**src/rtl/match_ctrl.sv**
```systemverilog
// Volley match sequencer: start, serve hold, rally, point pause, game over, link loss.
// Optional macro MATCH_CTRL_WIN_BY_TWO_EN: a win needs a 2-point lead, and 15 wins outright.
module match_ctrl #(
  parameter int WIN_SCORE    = 9,
  parameter int PAUSE_CYCLES = 65_000_000,
  parameter int NET_X        = 512
) (
  input  logic        clk,
  input  logic        rst,
  input  logic        start_click,
  input  logic        gnd_col,
  input  logic        ovr_touch,
  input  logic        last_touch,
  input  logic [11:0] ball_xpos,
  input  logic        con_broken,
  output logic        ball_hold,
  output logic        ball_rst,
  output logic        serve_side,
  output logic [3:0]  score_pl1,
  output logic [3:0]  score_pl2,
  output logic        point_flag,
  output logic        endgame,
  output logic        winner
);

  typedef enum logic [2:0] {IDLE, SERVE, RALLY, POINT, OVER, LINK} state_t;

  localparam logic [26:0] PAUSE_LAST = 27'(PAUSE_CYCLES - 1);
  localparam logic [4:0]  WIN_VAL    = 5'(WIN_SCORE);
  localparam logic [11:0] NET_POS    = 12'(NET_X);

  state_t      state;
  logic [26:0] cnt;
  logic        start_q, gnd_q, ovr_q;
  logic        start_ev, gnd_ev, ovr_ev;
  logic [4:0]  sum_pl1, sum_pl2;
  logic [3:0]  inc_pl1, inc_pl2;
  logic        point_ev, scorer;
  logic        win_pl1, win_pl2;

  // Events are registered edge pulses, so one input edge yields exactly one event cycle.
  always_ff @(posedge clk or negedge rst) begin
    if (!rst) begin
      start_q  <= 1'b0;
      gnd_q    <= 1'b0;
      ovr_q    <= 1'b0;
      start_ev <= 1'b0;
      gnd_ev   <= 1'b0;
      ovr_ev   <= 1'b0;
    end else begin
      start_q  <= start_click;
      gnd_q    <= gnd_col;
      ovr_q    <= ovr_touch;
      start_ev <= start_click & ~start_q;
      gnd_ev   <= gnd_col & ~gnd_q;
      ovr_ev   <= ovr_touch & ~ovr_q;
    end
  end

  assign sum_pl1  = {1'b0, score_pl1} + 5'd1;
  assign sum_pl2  = {1'b0, score_pl2} + 5'd1;
  assign inc_pl1  = sum_pl1[4] ? 4'hF : sum_pl1[3:0];
  assign inc_pl2  = sum_pl2[4] ? 4'hF : sum_pl2[3:0];
  assign point_ev = ovr_ev | gnd_ev;
  // scorer: 0 = player 1, 1 = player 2; a touch violation outranks a ground hit
  assign scorer   = ovr_ev ? ~last_touch : (ball_xpos < NET_POS);

`ifdef MATCH_CTRL_WIN_BY_TWO_EN
  assign win_pl1 = (({1'b0, score_pl1} >= WIN_VAL) &&
                    ({1'b0, score_pl1} >= {1'b0, score_pl2} + 5'd2)) || (score_pl1 == 4'hF);
  assign win_pl2 = (({1'b0, score_pl2} >= WIN_VAL) &&
                    ({1'b0, score_pl2} >= {1'b0, score_pl1} + 5'd2)) || (score_pl2 == 4'hF);
`else
  assign win_pl1 = {1'b0, score_pl1} >= WIN_VAL;
  assign win_pl2 = {1'b0, score_pl2} >= WIN_VAL;
`endif

  // Match FSM; every output is a register updated alongside the state.
  always_ff @(posedge clk or negedge rst) begin
    if (!rst) begin
      state      <= IDLE;
      cnt        <= '0;
      ball_hold  <= 1'b1;
      ball_rst   <= 1'b0;
      serve_side <= 1'b0;
      score_pl1  <= '0;
      score_pl2  <= '0;
      point_flag <= 1'b0;
      endgame    <= 1'b0;
      winner     <= 1'b0;
    end else begin
      ball_rst   <= 1'b0;
      point_flag <= 1'b0;
      cnt        <= cnt + 27'd1;
      if (con_broken && (state == SERVE || state == RALLY || state == POINT)) begin
        state     <= LINK;
        ball_hold <= 1'b1;
        cnt       <= '0;
      end else begin
        case (state)
          IDLE, OVER: begin
            if (start_ev) begin
              state      <= SERVE;
              score_pl1  <= '0;
              score_pl2  <= '0;
              serve_side <= 1'b0;
              ball_rst   <= 1'b1;
              ball_hold  <= 1'b1;
              endgame    <= 1'b0;
              cnt        <= '0;
            end
          end
          SERVE: begin
            if (cnt == PAUSE_LAST) begin
              state     <= RALLY;
              ball_hold <= 1'b0;
              cnt       <= '0;
            end
          end
          RALLY: begin
            if (point_ev) begin
              if (scorer) score_pl2 <= inc_pl2;
              else        score_pl1 <= inc_pl1;
              serve_side <= scorer;
              point_flag <= 1'b1;
              ball_hold  <= 1'b1;
              state      <= POINT;
              cnt        <= '0;
            end
          end
          POINT: begin
            if (cnt == PAUSE_LAST) begin
              cnt <= '0;
              if (win_pl1 || win_pl2) begin
                state   <= OVER;
                endgame <= 1'b1;
                winner  <= win_pl2;
              end else begin
                state    <= SERVE;
                ball_rst <= 1'b1;
              end
            end
          end
          LINK: begin
            if (!con_broken) begin
              state    <= SERVE;
              ball_rst <= 1'b1;
              cnt      <= '0;
            end
          end
          default: state <= IDLE;
        endcase
      end
    end
  end

endmodule

```
**config.mk**
```make
export PLATFORM = sky130hd
export DESIGN_NAME = match_ctrl
export DESIGN_NICKNAME = d
export VERILOG_FILES = /design/src/rtl/match_ctrl.sv
export SDC_FILE = /design/constraint.sdc
export NUM_CORES = 1
export LEC_CHECK = 0
export CORE_ASPECT_RATIO = 0.8
export CORE_UTILIZATION = 55
export DETAILED_ROUTE_END_ITERATION = 8
export HOLD_SLACK_MARGIN = 0.08
export PLACE_DENSITY = 0.87
export REMOVE_ABC_BUFFERS = 1
export SLEW_MARGIN = 20
export SYNTH_ARGS = -nofsm -noshare
export SYNTH_HDL_FRONTEND = slang
export SYNTH_SLANG_ARGS = --single-unit
```
**constraint.sdc**
```tcl
create_clock -name clk -period 5.2 [get_ports clk]
set_clock_uncertainty 0.15 [all_clocks]
set_input_delay 1.04 -clock clk [delete_from_list [all_inputs] [get_ports clk]]
set_output_delay 1.04 -clock clk [all_outputs]
set_load 0.05 [all_outputs]
```
==> results_dict.tcl, run 1 <==
set metrics [dict create \
    slew_violations 0 \
    criticalPathCategory "reg -> out" \
    cellPowerDensity_nw_per_um2 270.0 \
    rows 22 \
    hp-start "gnd_q" \
    ys_seq_area_share_pct 47.08 \
    startpoint "score_pl2[3]" \
    async_reset_ff_share_pct 100.0 \
    fin_tns_setup_ns 0 \
    wl_per_cell_um 14.35 \
    cts_tree "built" \
    ys_ff_latch 50 \
    fin_crit_sh_pct 54.39 \
    whs_ns 0.2456 \
    r2r_slack_ns 2.88 \
    cts_made_buffers 5 \
    holdBufCountCts 0 \
    synth_ff_type "dfrtp_1" \
    place_area_sq_um 2927 \
    synth_area_leaders "dfrtp_1 (46%), xor2_1 (5.3%), nor2_1 (4.7%)" \
    path_clk_slew_ns 0.10 \
    r2r_start "cnt[0]" \
    rsz0062_at_grt "no" \
    post-cts-setup-buffer-count 0 \
    final_area_sq_um 3020 \
    outcome "complete, no violations" \
    synthCells 273 \
    area_growth_pct 13.55 \
    root_buffer "clkbuf_8" \
    final_nets 323 \
    placement.io_buffers 23 \
    reg2regPathDepth 6 \
    grt_pass1_vias 1978 \
    gp_congestion 0.9055 \
    grt_max_degree 51 \
    crit_buf_inv 1 \
    cp_top_family "buffers and inverters" \
    cp_max_fo 7 \
    hpwl_mm 3.587 \
    hold_end "gnd_ev" \
    min_path_cells 1 \
    relSlewSlack_pct 39.25 \
    vias 2080 \
    hold_viol_final 0 \
    synth_cell_type_count 46 \
    grt_pass1_wl_mm 9.101 \
    syn-cell-area_sq_um 2660 \
    cts-resized-gates 0 \
    antenna_found_initial 0 \
    fin_util_pct 65.31 \
    diodes 0 \
    drc 0 \
    die_h_um 64.20 \
    grt.total_usage_pct 23.11 \
    yosysTopAreaCell "dfrtp_1" \
    wl_mm 5.139 \
    layout_commonest_cell "dfrtp_1" \
    drtPass1Iterations 4 \
    yosysWarnings 0 \
    final_antenna_net_count 0 \
    via_per_inst 5.810 \
    dp_slack_ns 2.173 \
    setup_viol 0 \
    slowest_stage "clkdlybuf4s50_1" \
    r2r-end "cnt[22]" \
    slowest_delay_ns 0.85 \
    crit_path_end_kind "primary output" \
    path_cells "clkdlybuf4s50_1" \
    fmax_mhz 353.6 \
    die_w_um 79.76 \
    layout_common_cells "dfrtp_1 (49), nor2_1 (33), clkdlybuf4s50_1 (22)" \
    total_power_uw 815.6 \
    stdcell_count 358 \
    die_area_sq_um 5120 \
    fin_ws_ns 2.372 \
    ir_drop_uv 192.4 \
    cp_data_required_time_ns 4.01 \
    cap_violations 0 \
    drtIter0Drc 195 \
    initial_core_util_pct 57.52 \
    yosysTopAreaCellShare_pct 46.10 \
    clockBufferDepth 2 \
    gr-total-overflow 0 \
    hold_path.class "reg -> reg" \
    fin_crit_ns 2.828 \
    critPathLaunchType "register" \
    dp.cells 350 \
    fillerInstances 367 \
    synth_edf_count 0 \
    cts.sinks 50 \
    drive_gt1_share_pct 10.74 \
    critPathArrivalTime_ns 1.64 \
    synth.avg_cell_area_sq_um 9.744 \
    design.core.area_sq_um 4624 \
    h-tree-depth 2 \
    leakagePower_nw 1.258 \
    clock_latency_ns 0.31 \
    ioPinCount 33 \
    tightest_slew_ns 0.9029 \
]
## per-layer routing
layer  vias up  GRT usage [%]  share of wire (%)
li1       1013              -                  -
met1      1006          33.27                 50
met2        55          33.65                 45
met3         6          4.571                4.0
met4         0          10.27                1.5
met5         -              0                  0
## report_power, final
group | switching (mW) | internal (mW) | leakage (nW) | total (mW)
Clock | 0.123 | 0.107 | 0.0482 | 0.230
Combinational | 0.0940 | 0.0546 | 0.539 | 0.149
Sequential | 0.0297 | 0.407 | 0.671 | 0.437
Total | 0.246 | 0.569 | 1.26 | 0.816
## synth_stat cells, types with 6 or more instances
| cell type | count |
|---|---|
| o21ai_0 | 9 |
| ha_1 | 7 |
| xor2_1 | 16 |
| inv_1 | 10 |
| nor2_1 | 33 |
| nor2b_1 | 7 |
| nor2_2 | 11 |
| nand3_1 | 16 |
| nand4_1 | 10 |
| nor3_1 | 6 |
| xnor2_1 | 9 |
| dfrtp_1 | 49 |
| a21oi_1 | 11 |
| nand2_1 | 21 |
## logic make-up (layout without fill, tap and decap cells)
group	count (synthesis)	in the layout	share of synthesized area, %
adder cells (fa/ha/maj)	7	7	3.292
multiplexers	1	1	0.3763
AO/OA/AOI/OAI	45	45	12.28
buffers and inverters	17	42	2.963
AND/OR/NAND/NOR	128	128	25.78
XOR/XNOR	25	25	8.231
flip-flops	50	50	47.08
## sequential cells by signal, indices dropped and copies added, names as in the netlist, 3 cells and up
signal	cells
cnt	27
score_pl1	4
score_pl2	4
state	3
## final cells by class
class | instances | area, sq um | share of cell area [%]
clock buffer | 7 | 86.33 | 2.858
clock inverter | 1 | 5.005 | 0.1657
inverter | 10 | 37.54 | 1.243
multi-input combinational | 206 | 1329 | 43.99
sequential | 50 | 1252 | 41.47
tap | 60 | 75.07 | 2.485
timing repair buffer | 24 | 235.2 | 7.788
## worst max path at each step
stage,to,slack [ns],cells after the start
after floorplan,cnt[10],2.79,4
after global placement,cnt[1],2.21,5
after detailed placement,cnt[7],2.17,6
after CTS,ball_hold,2.38,1
after global routing,score_pl2[3],2.33,1
final,score_pl2[3],2.37,1
Note: power is estimated with default switching activity, not from simulation.
==> run 2: changes to the inputs <==
CORE_UTILIZATION = 50   (was 55)
PLACE_DENSITY = 0.84   (was 0.87)
clock period = 2.4 ns   (was 5.2 ns; I/O delays follow)
==> run 2 against run 1 <==
Clock power rose by 110%. Final cell count rose by 2.8%. Largest power group unchanged. Worst setup slack got worse by 2.2 ns.
==> results_dict.tcl, run 2 (synthesis results as in run 1) <==
set metrics [dict create \
    gr-total-overflow 0 \
    path_cells "clkdlybuf4s50_1" \
    drtIter0Drc 191 \
    cts-resized-gates 0 \
    hold_viol_final 0 \
    layout_common_cells "dfrtp_1 (49), nor2_1 (33), clkdlybuf4s50_1 (22)" \
    leakagePower_nw 1.311 \
    largest_register_ffs 27 \
    die_w_um 83.55 \
    hold_path.class "reg -> reg" \
    cts_made_buffers 5 \
    via_per_inst 5.584 \
    ir_drop_uv 406.1 \
    cap_violations 0 \
    cp_max_fo 2 \
    clock_latency_ns 0.30 \
    cts_tree "built" \
    rows 23 \
    initial_core_util_pct 52.52 \
    setup_viol 0 \
    wl_per_cell_um 13.77 \
    placement.io_buffers 23 \
    ioPinCount 33 \
    clockBufferDepth 2 \
    slowest_delay_ns 0.79 \
    drive_gt1_share_pct 13.07 \
    design.core.area_sq_um 5065 \
    tightest_slew_ns 0.6479 \
    post-cts-setup-buffer-count 0 \
    cp_data_required_time_ns 1.77 \
    cellPowerDensity_nw_per_um2 573.8 \
    root_buffer "clkbuf_8" \
    hpwl_mm 3.711 \
    die_area_sq_um 5618 \
    fin_crit_sh_pct 93.70 \
    drc 0 \
    layout_commonest_cell "dfrtp_1" \
    gp_congestion 0.8218 \
    whs_ns 0.2426 \
    grt.total_usage_pct 19.91 \
    critPathLaunchType "register" \
    path_clk_slew_ns 0.08 \
    grt_max_degree 28 \
    cts.sinks 50 \
    fmax_mhz 444.7 \
    largestRegisters "cnt: 27 flops, score_pl1: 4 flops, score_pl2: 4 flops" \
    fin_crit_ns 2.249 \
    h-tree-depth 2 \
    crit_path_end_kind "primary output" \
    vias 2055 \
    grt_pass1_wl_mm 8.880 \
    grt_pass1_vias 1953 \
    criticalPathCategory "reg -> out" \
    relSlewSlack_pct 56.41 \
    rsz0062_at_grt "no" \
    diodes 0 \
    critPathArrivalTime_ns 1.62 \
    area_growth_pct 17.07 \
    slew_violations 0 \
    final_nets 333 \
    cp_top_family "buffers and inverters" \
    fin_tns_setup_ns 0 \
    slowest_stage "clkdlybuf4s50_1" \
    outcome "complete, no violations" \
    die_h_um 67.24 \
    drtPass1Iterations 4 \
    top_register "cnt" \
    crit_buf_inv 1 \
    final_antenna_net_count 0 \
    antenna_found_initial 0 \
    wl_mm 5.069 \
]
run 2: layout make-up:
class | instances | area [sq um]
inverters | 10 | 37.54
repair buffers | 34 | 335.3
fillers | 417 | 1951
clock buffers | 6 | 82.58
well taps | 62 | 77.57
flip-flops and latches | 50 | 1252
multi-input cells | 206 | 1329
run 2: metrics by stage:
| stage | setup WS (ns) | std cells | utilization [%] | power (mW) | instance area (sq um) |
|---|---|---|---|---|---|
| global placement | 0.1773 | 361 | 59.66 | 1.310 | 3022 |
| detailed placement | 0.1565 | 361 | 59.66 | 1.320 | 3022 |
| CTS | 0.1344 | 368 | 61.49 | 1.800 | 3114 |
| finish | 0.1513 | 368 | 61.49 | 1.787 | 3114 |
| global route | 0.08118 | 368 | 61.49 | 1.882 | 3114 |
| floorplan | 0.08580 | 266 | - | 1.165 | 2619 |
run 2: timing repair:
action,CTS,global route
setup endpoints to repair,0,0
hold endpoints to repair,23,0
hold buffers,1,0
run 2: metal layers:
| layer | wire length, um | track usage, % |
|---|---|---|
| met1 | 2533 | 29.06 |
| met2 | 2240 | 29.51 |
| met3 | 228 | 4.279 |
| met4 | 67 | 6.992 |
| met5 | 0 | 0 |
run 2: power breakdown:
part	total, mW	switching, mW	internal, mW
clock	0.483	0.260	0.223
sequential	0.946	0.0634	0.882
combinational	0.358	0.210	0.148
total	1.79	0.533	1.25
run 2: final timing paths:
kind,from,end,slack [ns],cells past startpoint
max,ball_hold,ball_hold,0.15,1
min,start_q,start_ev,0.24,1
max reg2reg,cnt[0],cnt[7],0.27,7
min reg2reg,start_q,start_ev,0.24,1
max in group asynchronous,rst,cnt[10],1.03,3
min in group asynchronous,rst,score_pl2[1],0.55,2
==> run 3: changes to the inputs <==
SKIP_LAST_GASP = 1   (was unset)
==> results of run 3 <==
Final layout, timing and power as in run 2 (identical DEF).
